==> config.mk <==
export PLATFORM = sky130hd
export DESIGN_NAME = div_iter_flat
export DESIGN_NICKNAME = d
export VERILOG_FILES = /design/src/rtl/div_iter_if.sv /design/src/rtl/div_iter.sv /design/src/flat_wrapper.sv
export SDC_FILE = /design/constraint.sdc
export NUM_CORES = 1
export LEC_CHECK = 0
export ABC_AREA = 1
export ABC_CLOCK_PERIOD_IN_PS = 5300
export BUFFER_PORTS_ARGS = -buffer_cell sky130_fd_sc_hd__buf_2
export CORE_MARGIN = 4
export CORE_UTILIZATION = 40
export CTS_BUF_LIST = sky130_fd_sc_hd__clkbuf_8 sky130_fd_sc_hd__clkbuf_16
export DETAILED_ROUTE_END_ITERATION = 10
export PLACE_DENSITY = 0.55
export SLEW_MARGIN = 20
export SYNTH_ARGS = -nofsm -noshare
export SYNTH_HDL_FRONTEND = slang
export SYNTH_SLANG_ARGS = --single-unit
export TNS_END_PERCENT = 10
==> constraint.sdc <==
create_clock -name clk -period 5.3 [get_ports clk]
set_input_delay 1.06 -clock clk [delete_from_list [all_inputs] [get_ports clk]]
set_output_delay 1.06 -clock clk [all_outputs]
set_load 0.02 [all_outputs]
==> src/rtl/div_iter_if.sv <==
// EX-side request/response bundle for the iterative divider.
// The master (EX) drives operands and start/annul; the slave (divider) returns result/ready.
interface div_iter_if;
    logic        signed_div_i;
    logic [31:0] opdata1_i;
    logic [31:0] opdata2_i;
    logic        start_i;
    logic        annul_i;
    logic [63:0] result_o;
    logic        ready_o;

    modport master (
        output signed_div_i,
        output opdata1_i,
        output opdata2_i,
        output start_i,
        output annul_i,
        input  result_o,
        input  ready_o
    );

    modport slave (
        input  signed_div_i,
        input  opdata1_i,
        input  opdata2_i,
        input  start_i,
        input  annul_i,
        output result_o,
        output ready_o
    );
endinterface

==> src/rtl/div_iter.sv <==
// Iterative 32-bit radix-2 restoring divider (DIV/DIVU); one quotient bit per cycle.
// Optional macro DIV_ZERO_FAST_EN: a zero divisor short-cuts through BYZERO to a zero result.
module div_iter (
    input  logic      clk,
    input  logic      resetn,
    div_iter_if.slave bus
);

`ifdef DIV_ZERO_FAST_EN
    typedef enum logic [1:0] {IDLE, BYZERO, ON, END} state_t;
`else
    typedef enum logic [1:0] {IDLE, ON, END} state_t;
`endif

    state_t      state_q, state_d;
    logic [4:0]  cnt_q, cnt_d;
    logic [32:0] rem_q, rem_d;
    logic [31:0] dvd_q, dvd_d;
    logic [31:0] dvs_q, dvs_d;
    logic        q_neg_q, q_neg_d;
    logic        r_neg_q, r_neg_d;
    logic [63:0] result_q, result_d;
    logic        ready_q, ready_d;

    logic        sign1, sign2;
    logic [32:0] trial;
    logic        qbit;
    logic [31:0] quot_fix, rem_fix;

    always_ff @(posedge clk or negedge resetn) begin
        if (!resetn) begin
            state_q  <= IDLE;
            cnt_q    <= '0;
            rem_q    <= '0;
            dvd_q    <= '0;
            dvs_q    <= '0;
            q_neg_q  <= 1'b0;
            r_neg_q  <= 1'b0;
            result_q <= '0;
            ready_q  <= 1'b0;
        end else begin
            state_q  <= state_d;
            cnt_q    <= cnt_d;
            rem_q    <= rem_d;
            dvd_q    <= dvd_d;
            dvs_q    <= dvs_d;
            q_neg_q  <= q_neg_d;
            r_neg_q  <= r_neg_d;
            result_q <= result_d;
            ready_q  <= ready_d;
        end
    end

    always_comb begin
        state_d  = state_q;
        cnt_d    = cnt_q;
        rem_d    = rem_q;
        dvd_d    = dvd_q;
        dvs_d    = dvs_q;
        q_neg_d  = q_neg_q;
        r_neg_d  = r_neg_q;
        result_d = result_q;
        ready_d  = ready_q;
        sign1    = bus.signed_div_i & bus.opdata1_i[31];
        sign2    = bus.signed_div_i & bus.opdata2_i[31];
        // The dividend register doubles as the quotient: bits leave at the top, quotient bits enter at the bottom.
        trial    = {rem_q[31:0], dvd_q[31]};
        qbit     = 1'b0;
        quot_fix = '0;
        rem_fix  = '0;

        case (state_q)
            IDLE: begin
                ready_d  = 1'b0;
                result_d = '0;
                if (bus.start_i && !bus.annul_i) begin
                    dvd_d   = sign1 ? (~bus.opdata1_i + 32'd1) : bus.opdata1_i;
                    dvs_d   = sign2 ? (~bus.opdata2_i + 32'd1) : bus.opdata2_i;
                    q_neg_d = sign1 ^ sign2;
                    r_neg_d = sign1;
                    rem_d   = '0;
                    cnt_d   = '0;
`ifdef DIV_ZERO_FAST_EN
                    if (bus.opdata2_i == 32'd0) state_d = BYZERO;
                    else                        state_d = ON;
`else
                    state_d = ON;
`endif
                end
            end
`ifdef DIV_ZERO_FAST_EN
            BYZERO: begin
                if (bus.annul_i) begin
                    state_d  = IDLE;
                    ready_d  = 1'b0;
                    result_d = '0;
                end else begin
                    state_d  = END;
                    ready_d  = 1'b1;
                    result_d = '0;
                end
            end
`endif
            ON: begin
                if (bus.annul_i) begin
                    state_d  = IDLE;
                    ready_d  = 1'b0;
                    result_d = '0;
                    cnt_d    = '0;
                end else begin
                    if (trial >= {1'b0, dvs_q}) begin
                        rem_d = trial - {1'b0, dvs_q};
                        qbit  = 1'b1;
                    end else begin
                        rem_d = trial;
                    end
                    dvd_d = {dvd_q[30:0], qbit};
                    cnt_d = cnt_q + 5'd1;
                    if (cnt_q == 5'd31) begin
                        quot_fix = q_neg_q ? (~dvd_d + 32'd1) : dvd_d;
                        rem_fix  = r_neg_q ? (~rem_d[31:0] + 32'd1) : rem_d[31:0];
                        result_d = {rem_fix, quot_fix};
                        ready_d  = 1'b1;
                        state_d  = END;
                    end
                end
            end
            END: begin
                if (!bus.start_i) begin
                    state_d  = IDLE;
                    ready_d  = 1'b0;
                    result_d = '0;
                end
            end
            default: begin
                state_d  = IDLE;
                ready_d  = 1'b0;
                result_d = '0;
            end
        endcase
    end

    assign bus.result_o = result_q;
    assign bus.ready_o  = ready_q;

endmodule

==> src/flat_wrapper.sv <==
// flat-port wrapper written by rule: the top's interface ports become plain ports
module div_iter_flat 
  (clk, resetn, bus_signed_div_i, bus_opdata1_i, bus_opdata2_i, bus_start_i, bus_annul_i, bus_result_o, bus_ready_o);
  div_iter_if bus_i ();
  input  logic clk;
  input  logic resetn;
  input wire logic [$bits(bus_i.signed_div_i)-1:0] bus_signed_div_i;
  input wire logic [$bits(bus_i.opdata1_i)-1:0] bus_opdata1_i;
  input wire logic [$bits(bus_i.opdata2_i)-1:0] bus_opdata2_i;
  input wire logic [$bits(bus_i.start_i)-1:0] bus_start_i;
  input wire logic [$bits(bus_i.annul_i)-1:0] bus_annul_i;
  output wire logic [$bits(bus_i.result_o)-1:0] bus_result_o;
  output wire logic [$bits(bus_i.ready_o)-1:0] bus_ready_o;
  assign bus_i.signed_div_i = bus_signed_div_i;
  assign bus_i.opdata1_i = bus_opdata1_i;
  assign bus_i.opdata2_i = bus_opdata2_i;
  assign bus_i.start_i = bus_start_i;
  assign bus_i.annul_i = bus_annul_i;
  assign bus_result_o = bus_i.result_o;
  assign bus_ready_o = bus_i.ready_o;
  div_iter u_core (.clk(clk), .resetn(resetn), .bus(bus_i));
endmodule
# Yosys cells after proc, flatten, opt, wreduce, memory -nomap -nowiden

Cells that the tools add are included.

Register bits after elaboration: 170
Input bits: 69
Output and inout bits: 65

Add/sub/neg operators: 6
Order comparisons: 1
Eq/ne operators: 7
Muxes and demuxes: 32
Bitwise gates (word level): 7
Reduce and logical (&&, ||, !) cells: 9

Operator list:

| operator                | count |
|---|---|
| $mux W32                | 11 |
| $mux W64                | 3 |
| $add A32 B1 Y32 const B | 4 |
| $not A32 Y32            | 4 |
| $pmux W32 S2            | 2 |
| $pmux W64 S2            | 1 |
| $ge A33 B32 Y1          | 1 |
| $sub A32 B32 Y32        | 1 |
| $mux W5                 | 2 |
| $pmux W5 S2             | 1 |
| $mux W2                 | 4 |
| $mux W1                 | 6 |
| $pmux W2 S3             | 1 |
| $reduce_and A2 Y1       | 3 |
| $reduce_and A3 Y1       | 2 |
| $add A5 B1 Y5 const B   | 1 |
| $eq A5 B5 Y1 const B    | 1 |
| $ne A2 B2 Y1 const B    | 2 |
| $ne A3 B2 Y1 const B    | 1 |
| $and A1 B1 Y1           | 2 |
| $eq A2 B1 Y1 const B    | 1 |
| $eq A2 B2 Y1 const B    | 1 |
| $logic_not A2 Y1        | 1 |
| $ne A2 B1 Y1 const B    | 1 |
| 5 further kinds         | 5 |

# Longest topological paths before layout

Depth in word-level cells: 10
Mapped depth: 29
Depth with buffers taken out: 28

# Least setup slack after synthesis

No wires, ideal clock.

Path type: register -> register
Start: reg u_core.dvs_q[20]
End: reg u_core.result_q[24], in the netlist u_core.bus.result_o[24]
Setup time: 0.122 ns
Data arrival time: 3.420 ns
Required time: 5.178 ns
Setup slack: 1.758 ns
Cell stages (with the launch flop): 26
Buffers on the path: 1
Period minus slack after synthesis: 3.542 ns
Path through: dfrtp_1 -> inv_1 -> ha_1 -> a21oi_1 -> nand2_1 -> nand2_1 -> nand2_1 -> nand2_1 -> nand2_1 -> nor2_4 -> nand2_8 -> inv_4 -> buf_4 -> ha_1 -> nand3_1 -> nor3_1 -> nand2_1 -> nor2_1 -> nand3_1 -> nand2_1 -> nand2_1 -> a21oi_1 -> inv_1 -> a21oi_1 -> nand2_1 -> a32o_1

Cells in the longest elaborated chain, start to end: 10

Ends and longest elaborated chain:

| item                   | line            | text |
|---|---|---|
| from (decl)            | div_iter.sv:19  | `logic [31:0] dvs_q, dvs_d;` |
| from (signal assigned) | div_iter.sv:46  | `dvs_q <= dvs_d;` |
| $ge A33 B32 Y1         | div_iter.sv:111 | `if (trial >= {1'b0, dvs_q}) begin` |
| $mux W1                | div_iter.sv:111 |  |
| $mux W1                | div_iter.sv:105 | `if (bus.annul_i) begin` |
| $mux W1                | div_iter.sv:72  | `case (state_q)` |
| $not A32 Y32           | div_iter.sv:120 | `quot_fix = q_neg_q ? (~dvd_d + 32'd1) : dvd_d;` |
| $add A32 B1 Y32        | div_iter.sv:120 |  |
| $mux W32               | div_iter.sv:120 |  |
| $mux W64               | div_iter.sv:119 | `if (cnt_q == 5'd31) begin` |
| $mux W64               | div_iter.sv:105 |  |
| $pmux W64 S2           | div_iter.sv:72  |  |
| to (signal assigned)   | div_iter.sv:49  | `result_q <= result_d;` |
| to (decl)              | div_iter.sv:22  | `logic [63:0] result_q, result_d;` |

No other way between the ends. The select of a mux whose other input is x is not followed.
A chain may end at the register's enable or synchronous reset.

# Final worst setup path

Start: reg u_core.rem_q[7]
End: reg u_core.result_q[28], in the netlist u_core.bus.result_o[28]

Cells in the longest elaborated chain, start to end: 10

Ends and longest elaborated chain:

| item                   | line            | text |
|---|---|---|
| from (decl)            | div_iter.sv:17  | `logic [32:0] rem_q, rem_d;` |
| from (signal assigned) | div_iter.sv:44  | `rem_q <= rem_d;` |
| $ge A33 B32 Y1         | div_iter.sv:111 |  |
| $mux W1                | div_iter.sv:111 |  |
| $mux W1                | div_iter.sv:105 |  |
| $mux W1                | div_iter.sv:72  |  |
| $not A32 Y32           | div_iter.sv:120 |  |
| $add A32 B1 Y32        | div_iter.sv:120 |  |
| $mux W32               | div_iter.sv:120 |  |
| $mux W64               | div_iter.sv:119 |  |
| $mux W64               | div_iter.sv:105 |  |
| $pmux W64 S2           | div_iter.sv:72  |  |

No other way between the ends. The select of a mux whose other input is x is not followed.

==> run_results.csv <==
group,metric,value,unit
floorplanning,pin_count,134,
route,dr.pass1.iters,6,
floorplanning,coreArea,0.0307,mm2
route,via_count,12600,
layout,antenna_cells,0,
floorplanning,die-area,0.0343,mm2
setup_path,reg2reg_slack,580,ps
floorplanning,rows,64,
route,detail_route.drc_violations,0,
pwr,vdd_ir_drop_max,0.000422,V
setup_path,worstPathArrival,5050,ps
sta,drv_slew,0,
placement,dpl_cell_area,0.0136,mm2
global_routing,grtUsageTotal,25.9,%
run,max_cap_violations,0,
clock_tree,insertion_delay,450,ps
yosys,synthCells,1878,
layout,postLayoutCoreUtil,46.3,%
setup_path,rr_startpoint,"u_core.rem_q[7]",
placement,dp_hpwl,33.5,mm
layout,nNetsFinal,2094,
sta,relSlewSlack,32.1,%
yosys,yosysTopAreaCell,"dfrtp_1",
route,ant_nets,0,
hold_path,hold_class,"reg -> reg",
clock_tree,cts_root_buf,"clkbuf_16",
clock_tree,cts-buffers-inserted,17,
setup_path,reg2regPathDepth,24,
clock_tree,holdBufCountCts,0,
setup_path,path_max_fanout,45,
setup_path,reg2reg_to,"u_core.bus.result_o[28]",
hold_path,hp-start,"u_core.bus.result_o[58]",
yosys,synth.area.top_cells,"dfrtp_1, nand2_1, o21ai_0",
hold_path,holdPathStages,2,
layout,synthToLayoutAreaGrowth,13.4,%
setup_path,crit_path_start,"u_core.rem_q[7]",
global_routing,grt_max_degree,102,
floorplanning,start_util,40.8,%
yosys,synthesis.area,0.0126,mm2
global_routing,grt_pass1_vias,12400,
sta,fin_ws,584,ps
clock_tree,clockBufferDepth,2,
yosys,synth_top_area_share,33.9,%
setup_path,end_kind,"register",
yosys,synthArstFlopShare,100,%
sta,clock.fmax,212,MHz
floorplanning,die_h,185,um
clock_tree,cts_tree,"done",
clock_tree,htreeDepth,4,
route,routed_wl,43.2,mm
floorplanning,die_w,185,um
yosys,synth_cell_type_count,50,
pwr,p_total,9.15,mW
yosys,synth_edf_count,0,
global_routing,overflow,0,
sta,skew,9.52,ps
sta,tightest_slew,1010,ps
placement,gp_congestion,0.963,
route,wl_per_cell,18.0,um
run_status,status,"finished clean",
clock_tree,clock-sinks,170,
layout,register_area,0.00425,mm2
yosys,syn_nets,1986,
global_routing,grt_first_pass_wirelength,69.0,mm
hold_path,hold_end,"u_core.bus.result_o[58]",
layout,fill_cells,3272,
route,via_per_inst,5.25,
placement,io_buffer_count,133,
clock_tree,cts.repair.resized,0,
yosys,ys_ff_latch,170,
sta,hold_viol_final,0,
sta,timing.final.crit_share,89.0,%
setup_path,cp-start-kind,"register",
layout,multi_input_area,0.00711,mm2
yosys,yosys_warnings,0,
setup_path,cp.required,5640,ps
clock_tree,post_cts_buffers,0,
pwr,p_leak,7.43,nW
sta,fin_tns_setup,0,ps
sta,finalCriticalPeriod,4720,ps
yosys,ys_seq_area_share,33.9,%
sta,setup_viol,0,
yosys,syn_area_per_cell,6.68,um2
clock_tree,clkTransAtPathRegs,70,ps
setup_path,crit_type,"reg -> reg",
placement,pre_cts_ws,571,ps
route,drt-initial-drc-count,1018,
layout,stdcell_area,0.0142,mm2
layout,drive_gt1_share,13.1,%
sta,rsz0062_at_grt,"false",
yosys,synth_ff_type,"dfrtp_1",
global_routing,grt_antenna_before_repair,1,
pwr,power_density,643,mW/mm2
through the flow:
| stage | cells | hold slack, ps |
|---|---|---|
| finish | 2395 | 476 |
| global route | 2395 | 490 |
| CTS | 2392 | 480 |
| detailed placement | 2360 | 463 |
| global placement | 2360 | 461 |
| floorplan | 1878 | 453 |
flip-flops by register name, summed over array words and instances, names as in the netlist:
register and cells:
u_core.dvs_q 32, u_core.cnt_q 5, u_core.dvd_q 32, u_core.q_neg_q 1, u_core.state_q 2, u_core.bus.ready_o 1, u_core.rem_q 32, u_core.bus.result_o 64
u_core.r_neg_q 1
synthesized netlist by cell type, types with 6 or more instances:
| cell type | n |
|---|---|
| o21ai_1 | 15 |
| o211ai_1 | 17 |
| nor4_1 | 9 |
| clkbuf_1 | 38 |
| inv_2 | 8 |
| nor3_1 | 31 |
| nor2_1 | 154 |
| buf_1 | 8 |
| o21ai_0 | 193 |
| a21oi_1 | 78 |
| xor2_1 | 46 |
| nand2_2 | 25 |
| nand2_1 | 547 |
| nor2_2 | 12 |
| xnor2_1 | 13 |
| o21ai_2 | 6 |
| dfrtp_1 | 170 |
| buf_2 | 7 |
| nand4_1 | 27 |
| inv_1 | 237 |
| nand3_1 | 117 |
| ha_1 | 38 |
| o22ai_1 | 18 |
critical path: stages, from the launching register on:
cell and delay (ps):
dfrtp_1 440, ha_1 380, nand2_1 150, inv_1 60, a21oi_2 160, nand3_2 170
nand2_1 140, nand2_2 80, nand2_4 170, nand2_8 250, inv_4 300, ha_1 220
nand3_1 100, nor3_1 300, nand2_1 160, nor2_1 200, nand3_1 150, nand2_1 110
nand2_1 130, a21oi_1 280, inv_1 100, a21oi_1 200, nand2_1 90, o21ai_0 190
nand2_1 70
logic make-up after synthesis:
group	Yosys count	share of synthesized area, %
buffers and inverters	307	9.67
xor gates and xnor gates	59	4.12
and+or+nand+nor	946	32.5
AOI/OAI and AO/OA	357	15.9
adders and majority gates	39	3.95
DFF	170	33.9
worst max-delay path by stage:
stage	endpoint	slack, ps	cells after the start
after CTS	u_core.bus.result_o[28]	540	25
after global routing	u_core.bus.result_o[28]	70	24
after detailed placement	u_core.bus.result_o[28]	570	25
after floorplan	u_core.bus.result_o[24]	1760	25
final	u_core.bus.result_o[28]	580	24
after global placement	u_core.bus.result_o[28]	720	25
power breakdown:
part,switching [mW],internal [mW],total (mW)
Combinational,4.00,1.70,5.70
Clock,0.570,0.840,1.41
Sequential,0.329,1.71,2.04
Total,4.90,4.25,9.15
final cells by class:
class	instances	area share (%)
multi-input combinational	1401	49.9
sequential	170	29.9
inverter	248	6.56
timing repair buffer	148	5.60
tap	396	3.48
clock buffer	21	3.37
clock inverter	11	1.18
metal layers:
layer	routed length [um]	vias up	global-route usage (%)
met4	1430	0	9.63
met5	0	-	0
li1	-	6300	-
met1	20500	5834	37.3
met2	19000	369	39.8
met3	2210	74	3.61
cell usage in the layout, fill, tap and decap left out, types with 3 or more instances in the layout:
cell type,count
nand3_2,5
nor2_2,14
ha_1,38
nor4_1,8
nand2_1,547
a21oi_2,3
clkbuf_8,4
dfrtp_1,170
xor2_1,46
o21bai_1,5
buf_2,132
inv_1,238
buf_4,14
clkinv_1,3
inv_2,7
o21ai_0,193
o22ai_1,18
nor2_1,152
nand4_1,27
a22o_1,4
o31ai_1,3
clkbuf_16,17
o211ai_1,17
bufinv_16,4
a32o_1,4
or2_2,5
nand2_2,25
nor3_2,3
nand2_4,3
a21oi_1,78
clkinv_4,3
nor2_4,4
o221ai_1,4
o21ai_1,14
xnor2_1,13
nor3_1,31
o21ai_2,6
nand3_1,117
Note: power is estimated with default switching activity, not from simulation.
